<file path="config.mk">
export PLATFORM = sky130hd
export DESIGN_NAME = mem_loader
export DESIGN_NICKNAME = d
export VERILOG_FILES = /design/src/rtl/mem_loader.sv
export SDC_FILE = /design/constraint.sdc
export NUM_CORES = 1
export LEC_CHECK = 0
export BUFFER_PORTS_ARGS = -buffer_cell sky130_fd_sc_hd__buf_2
export CAP_MARGIN = 15
export CORE_ASPECT_RATIO = 1.75
export CORE_MARGIN = 10
export CORE_UTILIZATION = 25
export DETAILED_ROUTE_END_ITERATION = 12
export PLACE_DENSITY = 0.43
export SLEW_MARGIN = 20
export SYNTH_ARGS = -nofsm -noshare
export SYNTH_HDL_FRONTEND = slang
export SYNTH_SLANG_ARGS = --single-unit
</file>
<file path="constraint.sdc">
create_clock -name clock -period 2.75 [get_ports clock]
set_input_delay 0.55 -clock clock [delete_from_list [all_inputs] [get_ports clock]]
set_output_delay 0.55 -clock clock [all_outputs]
set_load 0.02 [all_outputs]
</file>
<file path="src/rtl/mem_loader.sv">
// Byte-stream memory loader: parses a length-prefixed stream of 16-bit words,
// writes each word to consecutive addresses and verifies a trailing XOR checksum.
module mem_loader #(
    parameter int unsigned WIDTH     = 13,
    parameter logic [15:0] BASE_ADDR = 16'h0000
) (
    input  logic        clock,
    input  logic        reset_n,
    input  logic        start,
    input  logic [7:0]  byte_in,
    input  logic        byte_valid,
    output logic        byte_ready,
    output logic        write_enable,
    output logic [15:0] write_address,
    output logic [15:0] data_in,
    output logic        busy,
    output logic        load_ok,
    output logic        load_err
);

    localparam logic [15:0] ADDR_MASK = 16'((17'd1 << WIDTH) - 17'd1);

    typedef enum logic [2:0] {
        StIdle,
        StLenHi,
        StLenLo,
        StDataHi,
        StDataLo,
        StCheck,
        StDone
    } state_e;

    state_e      r_state, w_state;
    logic [15:0] r_count, w_count;
    logic [15:0] r_index, w_index;
    logic [7:0]  r_csum, w_csum;
    logic [7:0]  r_hi, w_hi;
    logic        r_we, w_we;
    logic [15:0] r_addr, w_addr;
    logic [15:0] r_data, w_data;
    logic        r_ok, w_ok;
    logic        r_err, w_err;
    logic        w_session;
    logic        w_accept;
    logic [15:0] w_index_inc;

    // Ready depends on state only, so there is no path from byte_valid.
    assign w_session   = (r_state != StIdle) && (r_state != StDone);
    assign w_accept    = w_session && byte_valid;
    assign w_index_inc = r_index + 16'd1;

    always_ff @(posedge clock or negedge reset_n) begin
        if (!reset_n) begin
            r_state <= StIdle;
        end else begin
            r_state <= w_state;
        end
    end

    always_ff @(posedge clock or negedge reset_n) begin
        if (!reset_n) begin
            r_count <= '0;
            r_index <= '0;
            r_csum  <= '0;
            r_hi    <= '0;
            r_we    <= 1'b0;
            r_addr  <= '0;
            r_data  <= '0;
            r_ok    <= 1'b0;
            r_err   <= 1'b0;
        end else begin
            r_count <= w_count;
            r_index <= w_index;
            r_csum  <= w_csum;
            r_hi    <= w_hi;
            r_we    <= w_we;
            r_addr  <= w_addr;
            r_data  <= w_data;
            r_ok    <= w_ok;
            r_err   <= w_err;
        end
    end

    always_comb begin
        w_state = r_state;
        w_count = r_count;
        w_index = r_index;
        w_csum  = r_csum;
        w_hi    = r_hi;
        w_we    = 1'b0;
        w_addr  = r_addr;
        w_data  = r_data;
        w_ok    = r_ok;
        w_err   = r_err;
        unique case (r_state)
            StIdle, StDone: begin
                if (start) begin
                    w_state = StLenHi;
                    w_ok    = 1'b0;
                    w_err   = 1'b0;
                    w_index = '0;
                    w_csum  = '0;
                end
            end
            StLenHi: begin
                if (w_accept) begin
                    w_count[15:8] = byte_in;
                    w_csum        = r_csum ^ byte_in;
                    w_state       = StLenLo;
                end
            end
            StLenLo: begin
                if (w_accept) begin
                    w_count[7:0] = byte_in;
                    w_csum       = r_csum ^ byte_in;
                    w_state      = ({r_count[15:8], byte_in} == 16'd0) ? StCheck : StDataHi;
                end
            end
            StDataHi: begin
                if (w_accept) begin
                    w_hi    = byte_in;
                    w_csum  = r_csum ^ byte_in;
                    w_state = StDataLo;
                end
            end
            StDataLo: begin
                if (w_accept) begin
                    // Registered here so the strobe appears the cycle after the accept.
                    w_we    = 1'b1;
                    w_data  = {r_hi, byte_in};
                    w_addr  = (BASE_ADDR + r_index) & ADDR_MASK;
                    w_index = w_index_inc;
                    w_csum  = r_csum ^ byte_in;
                    w_state = (w_index_inc == r_count) ? StCheck : StDataHi;
                end
            end
            StCheck: begin
                if (w_accept) begin
                    if (byte_in == r_csum) begin
                        w_ok = 1'b1;
                    end else begin
                        w_err = 1'b1;
                    end
                    w_state = StDone;
                end
            end
            default: w_state = StIdle;
        endcase
    end

    assign byte_ready    = w_session;
    assign busy          = w_session;
    assign write_enable  = r_we;
    assign write_address = r_addr;
    assign data_in       = r_data;
    assign load_ok       = r_ok;
    assign load_err      = r_err;

endmodule
</file>
## Word-level counts from Yosys, hierarchy flattened

Index checks and enable logic that the tools add are counted.

| storage, ports and cells | value |
|---|---|
| input bits | 12 |
| register bits after elaboration | 83 |

| cells by class | value |
|---|---|
| multiplexer cells | 24 |
| add/sub/neg operators | 1 |
| bitwise gates (word level) | 1 |
| equality and inequality tests | 18 |
| reduce and logical (&&, ||, !) cells | 19 |

Operators with widths:

| cell | number |
|---|---|
| $mux 16 | 2 |
| $pmux 16 s2 | 1 |
| $mux 3 | 8 |
| $pmux 3 s6 | 1 |
| $add 16x1->16 const B | 1 |
| $eq 16x16->1 | 1 |
| $logic_not 16->1 | 1 |
| $mux 8 | 2 |
| $ne 2x2->1 const B | 8 |
| $pmux 8 s2 | 1 |
| $eq 3x3->1 const B | 3 |
| $eq 8x8->1 | 1 |
| $reduce_and 2->1 | 4 |
| $reduce_and 4->1 | 2 |
| $xor 8x8->8 | 1 |
| $mux 1 | 7 |
| $eq 3x2->1 const B | 2 |
| $reduce_and 3->1 | 2 |
| $reduce_and 6->1 | 1 |
| $reduce_bool 2->1 | 3 |
| $pmux 1 s2 | 2 |
| $reduce_or 4->1 | 1 |
| $eq 3x1->1 const B | 1 |
| $logic_not 3->1 | 1 |
| other kinds (5) | 6 |

## Depth between registers and ports, before layout

| depth | value |
|---|---|
| depth after elaboration | 5 |
| mapped depth | 9 |

## Worst setup path after synthesis

Ideal clock, no wire load.

| timing path | value |
|---|---|
| path kind | reg-to-reg |
| start point | register r_index[0] |
| end point | register r_state[1] |
| slack | 0.586 ns |
| stages on the path, launching flop included | 9 |
| arrival time | 2.034 ns |
| data required time | 2.621 ns |
| cells stage by stage | dfrtp_1 -> ha_1 -> buf_2 -> nand4_2 -> or3_4 -> a211oi_1 -> o211ai_1 -> nor4_2 -> a21oi_1 |

| on the way | value |
|---|---|
| word-level cells in the longest chain between the ends | 5 |

Ends and longest elaborated chain:

| what | RTL line | text |
|---|---|---|
| from (decl) | 35 | `logic [15:0] r_index, w_index;` |
| from (signal assigned) | 73 | `r_index <= w_index;` |
| $add 16x1->16 | 50 | `assign w_index_inc = r_index + 16'd1;` |
| $eq 16x16->1 | 134 | `w_state = (w_index_inc == r_count) ? StCheck : StDataHi;` |
| $mux 3 | 134 |  |
| $mux 3 | 127 | `if (w_accept) begin` |
| $pmux 3 s6 | 95 | `unique case (r_state)` |
| to (signal assigned) | 54 | `r_state <= StIdle;` |
| to (signal assigned) | 56 | `r_state <= w_state;` |
| to (decl) | 33 | `state_e r_state, w_state;` |

No other way between the ends. The select of a mux whose other input is x is not followed.
A chain may end at the register's enable or synchronous reset.

## Final worst setup path

| timing path | value |
|---|---|
| start point | register r_index[0] |
| end point | register r_state[2] |

Same word-level chain as after synthesis.

==> flow_summary.yaml <==
run_status:
  outcome: "completed"
placed_design:
  gp_congestion: 0.859
  io_buffers: 45
  dp_hpwl_mm: 8.73
  placed_cell_area_mm2: 0.00488
drt:
  wl_per_cell_um: 16.3
  drt-total-wl_mm: 12.2
  via_count: 3548
  drc_errors: 0
  vias_per_cell: 4.76
  drtIter0Drc: 218
  first_pass_iters: 5
  ant_nets: 0
floorplanning:
  coreArea_mm2: 0.0174
  std_cell_rows: 64
  initial_core_util_pct: 25.3
  die_w_um: 120
  die_h_um: 196
  dieArea_mm2: 0.0235
  pin_count: 49
pwr:
  peakVddDrop_uv: 345
  switchingPower_uw: 1930
  leakagePower_uw: 0.00230
  power.density_mw_per_mm2: 959
  sequentialPowerShare_pct: 39.1
  swShare_pct: 38.8
  combPwrFrac_pct: 35.8
  power_uw: 4970
  clockPowerShare_pct: 25.0
  internal_power_uw: 3040
finish:
  final-seq-area_mm2: 0.00208
  nets: 522
  final_cell_mix: "nand2_1 (105), dfrtp_1 (83), o21ai_0 (45), buf_2 (44), nor2_1 (26)"
  drive_above_1_share_pct: 23.0
  mostFrequentLayoutCell: "nand2_1"
  syn2layout_area_growth_pct: 17.8
  multi_input_area_mm2: 0.00214
  fill_cells: 1842
  diodes: 0
  final_util_pct: 29.8
  final_cell_area_mm2: 0.00518
synth:
  synth_xor_area_share_pct: 4.75
  netlist_instances: 476
  synth_cell_types: 66
  seq_area_frac_synth_pct: 47.2
  synth_warnings: 0
  synthArstFlopShare_pct: 100
  ys.flop_type: "dfrtp_1"
  synth_compound_area_share_pct: 13.1
  synth_edf_count: 0
  syn_area_mm2: 0.00440
  syn_avg_cell_area_um2: 9.25
  ys_ff_latch: 83
  synth_top_family_by_area: "simple AND/OR/NAND/NOR gates"
  synthSimpleGateAreaFrac_pct: 24.0
  synthMuxAreaShare_pct: 6.11
  synthAdderAreaFrac_pct: 0.284
sta:
  slew_headroom_pct: 53.1
  slew_viol_final: 0
  skew_ns: 0.00766
  max_freq_mhz: 404
  hold_viol: 0
  finalCritPeriodShare_pct: 89.9
  tns_ns: 0
  setup_violations: 0
  grt_setup_unrepaired: "no"
  period_minus_slack_ns: 2.47
  worst_pin_slew_ns: 0.700
worst_setup_path:
  critPathSlowestCell: "dfrtp_1"
  r2r_start: "r_index[0]"
  rr_endpoint: "r_state[2]"
  start_kind: "register"
  worstPathMaxFanout: 8
  setup.worst_path.end_class: "register"
  cp.required_ns: 3.04
  critPathKind: "register to register"
  r2r_setup_slack_ns: 0.28
  crit_path_max_incr_delay_ns: 0.49
  reg2reg_depth: 7
  worstPathArrival_ns: 2.76
  cp_cell_sequence: "ha_2 > nand4_2 > or3_4 > a211oi_1 > o211ai_1 > nor4_2 > o21ba_1"
clock_network:
  h-tree-depth: 3
  cts_tree: "done"
  clock_latency_ns: 0.35
  cts_made_buffers: 9
  clkTransAtPathRegs_ns: 0.07
  clock-sinks: 83
  hold_buffers: 0
  cts_max_path_buffers: 2
  cts_setup_buffers: 0
  clockRootBuffer: "clkbuf_16"
hold_path:
  worstHoldPathType: "primary input to asynchronous set/reset pin"
grt:
  grt_pass1_vias: 3581
  antenna_found_initial: 0
  grt_usage_pct: 10.7
  grt_pass1_wl_mm: 19.8
  grt_overflow: 0
  grt_max_degree: 39
run:
  cap_violations: 0
[through the flow]
step                      setup slack, ns  std cells  hold WS (ns)
after floorplan                     0.586        478         0.254
after detailed placement            0.168        729         0.453
final                               0.277        745         0.166
after global routing               0.0928        745         0.190
after global placement              0.158        729         0.447
after CTS                           0.151        745         0.178
[power groups by stage]
stage          sequential (uW)  clock [uW]  combinational, uW
2_1_floorplan             2030           0               1190
3_3_place_gp              1950           0               1790
3_5_place_dp              1970           0               1810
4_1_cts                   1950        1290               1820
5_1_grt                   2000        1340               1990
6_report                  1950        1240               1780
[cell families (layout without fill, tap and decap cells)]
kind of cell / Yosys count / after routing
adder cells (fa/ha/maj): 1 / 1
multiplexers: 24 / 24
other: 1 / 3
AND/OR/NAND/NOR: 208 / 208
XOR/XNOR: 23 / 23
AO/OA/AOI/OAI: 91 / 91
buffers and inverters: 45 / 81
flip-flops: 83 / 83
[sequential cells by signal (all words and copies together), names as in the netlist]
name           flops
load_err           1
r_state            3
r_count           16
r_index           16
data_in           16
write_enable       1
load_ok            1
write_address     13
r_csum             8
r_hi               8
[cell usage after synthesis (2+ instances only)]
master | n | share of area (%)
a211oi_1 | 2 | 0.34
a21oi_1 | 12 | 1.4
a22o_1 | 2 | 0.40
a311oi_1 | 2 | 0.40
and2_1 | 3 | 0.43
and3_2 | 2 | 0.34
and4_1 | 2 | 0.40
buf_1 | 2 | 0.17
buf_2 | 9 | 1.0
buf_4 | 5 | 0.85
clkbuf_1 | 23 | 2.0
dfrtp_1 | 83 | 47
inv_1 | 6 | 0.51
mux2_2 | 23 | 5.9
nand2_1 | 105 | 9.0
nand2b_1 | 11 | 1.6
nand3_1 | 7 | 0.80
nand3_2 | 2 | 0.45
nand3_4 | 2 | 0.80
nand3b_1 | 4 | 0.68
nand4_1 | 10 | 1.4
nor2_1 | 26 | 2.2
nor2b_1 | 8 | 1.1
nor3_1 | 2 | 0.23
nor3b_1 | 3 | 0.51
nor4_1 | 7 | 0.99
o211ai_1 | 3 | 0.51
o21ai_0 | 45 | 5.1
o31ai_1 | 5 | 0.85
o41ai_1 | 3 | 0.60
or2_2 | 2 | 0.28
xnor2_1 | 19 | 3.8
xor2_1 | 3 | 0.60
[repair_timing]
action,CTS,global route
resized for setup,0,1
hold endpoints to repair,0,0
setup endpoints to repair,0,1
[worst max-delay path, delay by kind of cell (launching register included)]
family | cells | cell delay, ns
AO/OA/AOI/OAI | 3 | 0.54
AND/OR/NAND/NOR | 3 | 1.04
adder cells (fa/ha/maj) | 1 | 0.34
flip-flops | 1 | 0.49
[metal layers]
metal / wire length [um] / GRT usage, % / up-vias
li1: - / - / 1713
met1: 4920 / 11.8 / 1732
met2: 6560 / 19.4 / 87
met3: 464 / 2.40 / 16
met4: 208 / 4.08 / 0
met5: 0 / 0 / -
[area by class of cell]
class	instances	area share (%)
repair buffers	59	6.90
clock inverters	7	1.47
flip-flops and latches	83	40.1
well taps	231	5.57
multi-input cells	350	41.2
clock buffers	9	4.34
inverters	6	0.434
[worst max path at each step]
stage | slack [ns] | endpoint | depth (start not counted) | startpoint
2_1_floorplan | 0.59 | r_state[1] | 8 | r_index[0]
3_3_place_gp | 0.16 | r_state[1] | 7 | r_index[0]
3_5_place_dp | 0.17 | r_state[1] | 7 | r_index[0]
4_1_cts | 0.15 | r_state[2] | 7 | r_index[0]
5_1_grt | 0.09 | r_state[2] | 6 | r_index[2]
6_report | 0.28 | r_state[2] | 7 | r_index[0]
Power figures use the tool's default switching activity.
